[src/rtl/dcache_ctrl.sv]
// Direct-mapped, write-back, write-allocate data cache controller.
// Hits are answered combinationally; misses run a word-serial writeback and refill over req/ack.
//   state | meaning
//   IDLE  | serving hits, detecting misses
//   WB    | writing the dirty victim line back, one word per ack
//   FILL  | refilling the line for the held request, one word per ack
module dcache_ctrl #(
    parameter int LINE_ADDR_LEN = 3,
    parameter int SET_ADDR_LEN  = 3
) (
    input  logic        clk,
    input  logic        rst_n,
    input  logic        rd_req,
    input  logic        wr_req,
    input  logic [31:0] addr,
    input  logic [31:0] wr_data,
    output logic [31:0] rd_data,
    output logic        miss,
    output logic        mem_req,
    output logic        mem_we,
    output logic [31:0] mem_addr,
    output logic [31:0] mem_wdata,
    input  logic [31:0] mem_rdata,
    input  logic        mem_ack,
    output logic [31:0] hit_cnt,
    output logic [31:0] miss_cnt
);
    localparam int TAG_ADDR_LEN = 32 - 2 - LINE_ADDR_LEN - SET_ADDR_LEN;
    localparam int LINE_SIZE    = 1 << LINE_ADDR_LEN;
    localparam int SET_SIZE     = 1 << SET_ADDR_LEN;

    typedef enum logic [1:0] {IDLE, WB, FILL} state_t;

    state_t state, state_nxt;

    logic [31:0]              data_mem [SET_SIZE][LINE_SIZE];
    logic [TAG_ADDR_LEN-1:0]  tag_mem  [SET_SIZE];
    logic [SET_SIZE-1:0]      valid;
    logic [SET_SIZE-1:0]      dirty;

    logic [LINE_ADDR_LEN-1:0] cnt;
    logic [TAG_ADDR_LEN-1:0]  miss_tag;
    logic [SET_ADDR_LEN-1:0]  miss_set;
    logic                     retry;

    logic [TAG_ADDR_LEN-1:0]  req_tag;
    logic [SET_ADDR_LEN-1:0]  req_set;
    logic [LINE_ADDR_LEN-1:0] req_word;
    logic                     req;
    logic                     hit;
    logic                     last_word;
    logic                     unused_addr_bits;

    assign req_tag          = addr[31 -: TAG_ADDR_LEN];
    assign req_set          = addr[2 + LINE_ADDR_LEN +: SET_ADDR_LEN];
    assign req_word         = addr[2 +: LINE_ADDR_LEN];
    assign unused_addr_bits = ^addr[1:0];

    assign req       = rd_req | wr_req;
    assign hit       = req && valid[req_set] && (tag_mem[req_set] == req_tag);
    assign last_word = &cnt;

    always_comb begin
        state_nxt = state;
        miss      = 1'b0;
        rd_data   = '0;
        mem_req   = 1'b0;
        mem_we    = 1'b0;
        mem_addr  = '0;
        mem_wdata = '0;
        case (state)
            IDLE: begin
                miss = req && !hit;
                if (hit) begin
                    rd_data = data_mem[req_set][req_word];
                end
                if (req && !hit) begin
                    state_nxt = (valid[req_set] && dirty[req_set]) ? WB : FILL;
                end
            end
            WB: begin
                miss      = 1'b1;
                mem_req   = 1'b1;
                mem_we    = 1'b1;
                mem_addr  = {tag_mem[miss_set], miss_set, cnt, 2'b00};
                mem_wdata = data_mem[miss_set][cnt];
                if (mem_ack && last_word) begin
                    state_nxt = FILL;
                end
            end
            FILL: begin
                miss     = 1'b1;
                mem_req  = 1'b1;
                mem_addr = {miss_tag, miss_set, cnt, 2'b00};
                if (mem_ack && last_word) begin
                    state_nxt = IDLE;
                end
            end
            default: state_nxt = IDLE;
        endcase
        // Requester may still be holding its request while reset is asserted.
        if (!rst_n) begin
            miss = 1'b0;
        end
    end

    always_ff @(posedge clk or negedge rst_n) begin
        if (!rst_n) begin
            state    <= IDLE;
            cnt      <= '0;
            miss_tag <= '0;
            miss_set <= '0;
            retry    <= 1'b0;
            valid    <= '0;
            dirty    <= '0;
            hit_cnt  <= '0;
            miss_cnt <= '0;
        end else begin
            state <= state_nxt;
            retry <= 1'b0;
            case (state)
                IDLE: begin
                    if (hit) begin
                        if (wr_req) begin
                            dirty[req_set] <= 1'b1;
                        end
                        if (!retry) begin
                            hit_cnt <= hit_cnt + 32'd1;
                        end
                    end else if (req) begin
                        miss_tag <= req_tag;
                        miss_set <= req_set;
                        miss_cnt <= miss_cnt + 32'd1;
                        cnt      <= '0;
                    end
                end
                WB: begin
                    if (mem_ack) begin
                        cnt <= last_word ? '0 : cnt + 1'b1;
                    end
                end
                FILL: begin
                    if (mem_ack) begin
                        cnt <= last_word ? '0 : cnt + 1'b1;
                        if (last_word) begin
                            valid[miss_set] <= 1'b1;
                            dirty[miss_set] <= 1'b0;
                            retry           <= 1'b1;
                        end
                    end
                end
                default: ;
            endcase
        end
    end

    // Data and tag arrays carry no reset; valid bits qualify their contents.
    always_ff @(posedge clk) begin
        if (state == IDLE && hit && wr_req) begin
            data_mem[req_set][req_word] <= wr_data;
        end else if (state == FILL && mem_ack) begin
            data_mem[miss_set][cnt] <= mem_rdata;
        end
        if (state == FILL && mem_ack && last_word) begin
            tag_mem[miss_set] <= miss_tag;
        end
    end

endmodule

[config.mk]
export PLATFORM = sky130hd
export DESIGN_NAME = dcache_ctrl
export DESIGN_NICKNAME = d
export VERILOG_FILES = /design/src/rtl/dcache_ctrl.sv
export SDC_FILE = /design/constraint.sdc
export NUM_CORES = 2
export LEC_CHECK = 0
export ABC_AREA = 0
export CELL_PAD_IN_SITES_DETAIL_PLACEMENT = 1
export CELL_PAD_IN_SITES_GLOBAL_PLACEMENT = 1
export CORE_UTILIZATION = 35
export CTS_CLUSTER_SIZE = 28
export DETAILED_ROUTE_END_ITERATION = 10
export HOLD_SLACK_MARGIN = 0.12
export PLACE_DENSITY_LB_ADDON = 0.1
export SYNTH_ARGS = -nofsm -noshare
export SYNTH_HDL_FRONTEND = slang
export SYNTH_SLANG_ARGS = --single-unit
[constraint.sdc]
create_clock -name clk -period 4.85 [get_ports clk]
set_input_delay 0.97 -clock clk [delete_from_list [all_inputs] [get_ports clk]]
set_output_delay 0.97 -clock clk [all_outputs]
set_load 0.01 [all_outputs]
# Word-level counts from Yosys, hierarchy flattened
# Memories as Yosys holds them, arrays and structs flattened.
# Cells that the tools add are included.
# Widths: inputs -> output; s select.
# op_classes
magnitude_cmp,8
addsub,3
bitwise_logic,9
n_reduce_logical,26
eq_ne,13
mux,54
# op_table
op,n
$mux 256,4
$mux 32,9
$reduce_or 256->1,1
$bmux 32 s3,2
$demux 32 s3,2
$add 32x1->32 const B,2
$pmux 32 s2,1
$mux 8,4
$eq 24x24->1,1
$ne 2x2->1 const B,9
$or 8x8->8,2
$pmux 8 s2,1
$mux 1,15
$mux 3,5
$logic_and 1x1->1,13
$reduce_and 3->1,4
$reduce_and 5->1,2
$and 8x8->8,1
$ge 4x4->1 const B,2
$lt 3x4->1 const B,2
$lt 4x1->1 const B,2
$mux 2,4
$not 3->4,2
$not 8->8,1
17 further kinds,22
# totals
memories,2
regBits,113
out_inout_bits,163
ramBits,2240
wordCells,124
in_bits,101
# mem_list
name,depth,word_bits,rd,rd_clocked_by_memory_dff,wr,line,source
data_mem,8,256,2,0,1,36,logic [31:0] data_mem [SET_SIZE][LINE_SIZE];
tag_mem,8,24,2,0,1,37,logic [TAG_ADDR_LEN-1:0] tag_mem [SET_SIZE];

# Longest topological paths before layout
# depth
depth_word,10
ltp_mapped,14
ltp_nobuf,10

# Worst setup path after synthesis
# OpenSTA, ideal clock, no wires.
# synth_timing
path_kind,input-to-reg
from,in addr[7]
to,mem data_mem[0][32] (netlist bit) (enable)
stages,13
setup_time_ns,0.435
setup_slack_ns,-0.701
required_time_ns,4.415
n_path_buf,5
t_arrival_ns,5.116
path_cell_list,buf_2 > nor2b_1 > clkbuf_1 > buf_2 > a22oi_1 > a21o_1 > a221o_1 > or3b_2 > and4bb_2 > nand3_1 > buf_2 > buf_6 > mux2i_1
# synth_between
elab_chain_len,10
word_cells_on_any_way,15
classes_between,eq/ne: 1; mux: 8; reduce/logical: 5; memory: 1
# synth_rtl
element,line,source
"start, declared",15,"input logic [31:0] addr,"
"parallel branches: the longest is 10 deep, another holds $mem_v2 8x24",--,
"end, declared",36,
# Several ways; the timed one is not identified. The select of a mux whose other input is x is not followed.

==> flow_summary.toml <==
[run_status]
status = "finished, violations left"
violations = "negative setup slack"

[clocking]
cts_root_buf = "clkbuf_16"
cts_tree = "built"
clk_latency_ns = 0.98
clk_pin_slew_ns = 0.06
clock-sinks = 2353
cts_inserted_buffers = 277
cts_max_level = 5
cts_max_path_buffers = 4

[sta]
setup_slack_ns = -0.705
fin_worst_skew_ns = 0.0689
tightestPinTransition_ns = 1.08
setup_tns_ns = -16.56
setup_violations = 37
relSlewSlack = 0.278
report.final.slew_viol_count = 0
maxClockFrequency_ghz = 0.180
whs_ns = 0.469
fin_crit_sh = 1.15
hold_violations = 0
rsz0062_at_grt = "true"
period_needed_ns = 5.55

[place]
dpl.hpwl_um = 342000
placed_cell_area_um2 = 121000
port_buffers = 259
routabilityCongestion = 0.922

[synth]
ys_ff_latch = 2353
yosys.area_share.adder = 0.000995
ys_warn_count = 0
syn_avg_cell_area_um2 = 14.9
syn-instance-count = 6761
synthFlopType = "edfxtp_1"
synth_edf_count = 2240
yosysSeqAreaShare = 0.697
ys_async_sr_fraction = 0.0480
synthMuxAreaShare = 0.0209
synth-compound-area-share = 0.205
synthSimpleGateAreaFrac = 0.0436
synth.cell_area_um2 = 101000
synth_xor_area_frac = 0.00645
synth_top_family_by_area = "compound AO/OA/AOI/OAI gates"
synth_cell_types = 65

[power]
vdd_drop_max_mv = 0.385
power_mw = 66.4
internal-power_mw = 43.7
switching_power_mw = 22.8
p_per_area_nw_per_um2 = 498
leakage_nw = 43.2
seqPwrFrac = 0.369
pwr-share-clk = 0.315
switching_share = 0.343
p_comb_frac = 0.316

[min_path]
hold_path.class = "flip-flop to flip-flop"
min-delay-start = "miss_cnt[31]"
hold_path_end = "miss_cnt[31]"
holdPathStages = 1

[finish]
register_area_um2 = 70100
nFillCells = 27600
fin_nets = 8161
area_growth_pct = 32.6
stdcell_area_um2 = 133000
drive_above_1_share = 0.271
multiInputGateArea_um2 = 30200

[critical_path]
worst_setup_path_start_kind = "flip-flop"
endpoint_kind = "output pin"
reg2reg_from = "tag_mem[7][7]"
worst_r2r_endpoint = "data_mem[6][178]"
arrival_ns = 4.58
crit_fanout = 4
r2r_cells = 11
worst-setup-path-type = "flip-flop to output pin"
required_ns = 3.88
rrSetupSlack_ns = 0.27

[route]
drt-total-wl_um = 543000
drtPass1Iterations = 8
drt-wirelength-per-cell_um = 45.1
vias_per_cell = 6.93
antenna_left = 0
vias = 83500
drc = 0
drt_iter0_drc = 13000

[global_route]
overflow = 0
grt_first_pass_wirelength_um = 723000
antenna_found_initial = 27
grt_pass1_vias = 81900
grt_max_degree = 65
grt_use_total = 0.365

[floorplan]
die_width_um = 538
initial_utilization = 0.352
io-pin-count = 264
die_y_um = 538
fp.dieArea_um2 = 289000
num_rows = 196
core_um2 = 285000

[job]
max_cap_violations = 0
==> placed cells by master (no fill, tap or decap), types with 92 or more instances in the layout <==
master,netlist,routed
nand2_1,105,97
o221ai_1,121,121
edfxtp_1,2240,2240
dfrtp_1,113,109
buf_12,1,427
o41ai_1,108,107
a22o_1,264,264
clkdlybuf4s50_1,0,190
nand4_1,92,92
a221oi_1,250,200
buf_4,8,878
clkbuf_16,0,286
o22a_1,120,120
a31oi_1,235,189
nor3_1,147,143
a22oi_1,641,639
o22ai_1,849,848
==> area by class of cell <==
type,count,share of cell area
flip-flops and latches,2353,0.526
multi-input cells,3768,0.227
repair buffers,1641,0.145
clock buffers,348,0.0551
well taps,3762,0.0353
clock inverters,141,0.0114
diodes,22,0.000413
inverters,11,0.000329
==> registers in the layout (all words and copies together) (netlist names) <==
register / cells
miss_set: 3
dirty: 8
cnt: 3
retry: 1
data_mem: 2048
hit_cnt: 32
state: 2
tag_mem: 192
miss_cnt: 32
miss_tag: 24
valid: 8
==> logic make-up (layout without fill, tap and decap cells) <==
family / Yosys count / after routing
compound gates: 2792 / 2792
xor+xnor: 74 / 74
fa+ha+maj: 8 / 8
buf+inv: 641 / 2141
flops: 2353 / 2353
mux: 172 / 172
other cells: 1 / 24
simple gates: 720 / 720
==> worst max-delay path, cell delays in order (launching register included) <==
cell	delay, ns
edfxtp_1	0.38
mux4_2	0.51
mux2i_4	0.18
xnor2_2	0.11
or4_4	0.58
nor4b_4	0.26
and4bb_2	0.32
nand2_4	0.12
buf_16	0.20
buf_4	0.15
buf_12	0.14
nor4_4	0.42
buf_2	0.24
==> routing by layer <==
| metal | global-route usage | part of all wire | vias up |
|---|---|---|---|
| met5 | 0 | 0.00017 | - |
| met4 | 0.208 | 0.066 | 14 |
| met3 | 0.0781 | 0.11 | 1376 |
| met2 | 0.562 | 0.44 | 6225 |
| met1 | 0.478 | 0.38 | 44000 |
| li1 | - | - | 31900 |
==> Yosys cell counts, types with 7 or more instances <==
cell type / instances / area, um^2
edfxtp_1: 2240 / 67300
nor4_1: 82 / 513
buf_1: 77 / 289
ha_1: 8 / 100
mux2_2: 49 / 552
nand2b_1: 11 / 68.8
o41ai_1: 108 / 946
xnor2_1: 43 / 377
a22oi_1: 641 / 4810
o21ai_0: 16 / 80.1
buf_4: 8 / 60.1
xor2_1: 31 / 272
o22a_1: 120 / 1050
nand4_1: 92 / 576
inv_1: 11 / 41.3
nor2_1: 45 / 169
a41oi_1: 12 / 105
nand2_1: 105 / 394
mux4_2: 24 / 541
o221ai_1: 121 / 1060
o22ai_1: 849 / 5310
or2_2: 7 / 43.8
o31ai_1: 21 / 158
buf_2: 16 / 80.1
nor3_1: 147 / 736
mux2i_1: 86 / 861
nand3_1: 85 / 425
nor2b_1: 29 / 181
and2_1: 23 / 144
or3_1: 10 / 62.6
mux2_1: 13 / 146
dfrtp_1: 113 / 2830
o31ai_2: 40 / 500
a31oi_1: 235 / 1470
buf_6: 9 / 101
a22o_1: 264 / 2310
nor4_4: 30 / 638
a21oi_1: 88 / 440
clkbuf_1: 517 / 1940
o2111ai_1: 7 / 61.3
and3_1: 14 / 87.6
a221oi_1: 250 / 2190
==> how the worst max path moves through the flow <==
| stage | start | slack [ns] | to | cells past startpoint |
|---|---|---|---|---|
| floorplan | addr[7] | -0.58 | data_mem[6][160] | 13 |
| global placement | addr[5] | -1.31 | rd_data[2] | 11 |
| detailed placement | addr[5] | -1.41 | rd_data[2] | 12 |
| CTS | tag_mem[6][13] | -0.74 | rd_data[14] | 10 |
| global route | tag_mem[7][7] | -0.80 | rd_data[5] | 11 |
| finish | tag_mem[7][7] | -0.70 | rd_data[23] | 12 |
==> power by group through the flow <==
stage          clock network [mW]  registers, mW  logic (mW)
2_1_floorplan                   0           24.7        7.93
3_3_place_gp                    0           24.9        17.1
3_5_place_dp                    0           24.9        17.2
4_1_cts                      21.1           24.5        19.7
5_1_grt                      21.7           24.6        21.1
6_report                     21.0           24.5        21.0
==> timing repair <==
item                                   in CTS  in global routing
buffers inserted                          115                 22
setup endpoints to repair                  89                 65
cloned                                     23                  3
endpoints found under the hold margin      26                  0
hold buffers                                1                  0
pin swaps                                 125                 88
gates resized for setup                   399                139
==> per-stage QoR <==
stage,instances,setup slack [ns],util
final,12000,-0.705,0.467
after global placement,11400,-1.31,0.422
after floorplan,6762,-0.576,-
after CTS,12000,-0.738,0.464
after detailed placement,11400,-1.41,0.422
after global routing,12000,-0.798,0.467
Power figures use the tool's default switching activity.
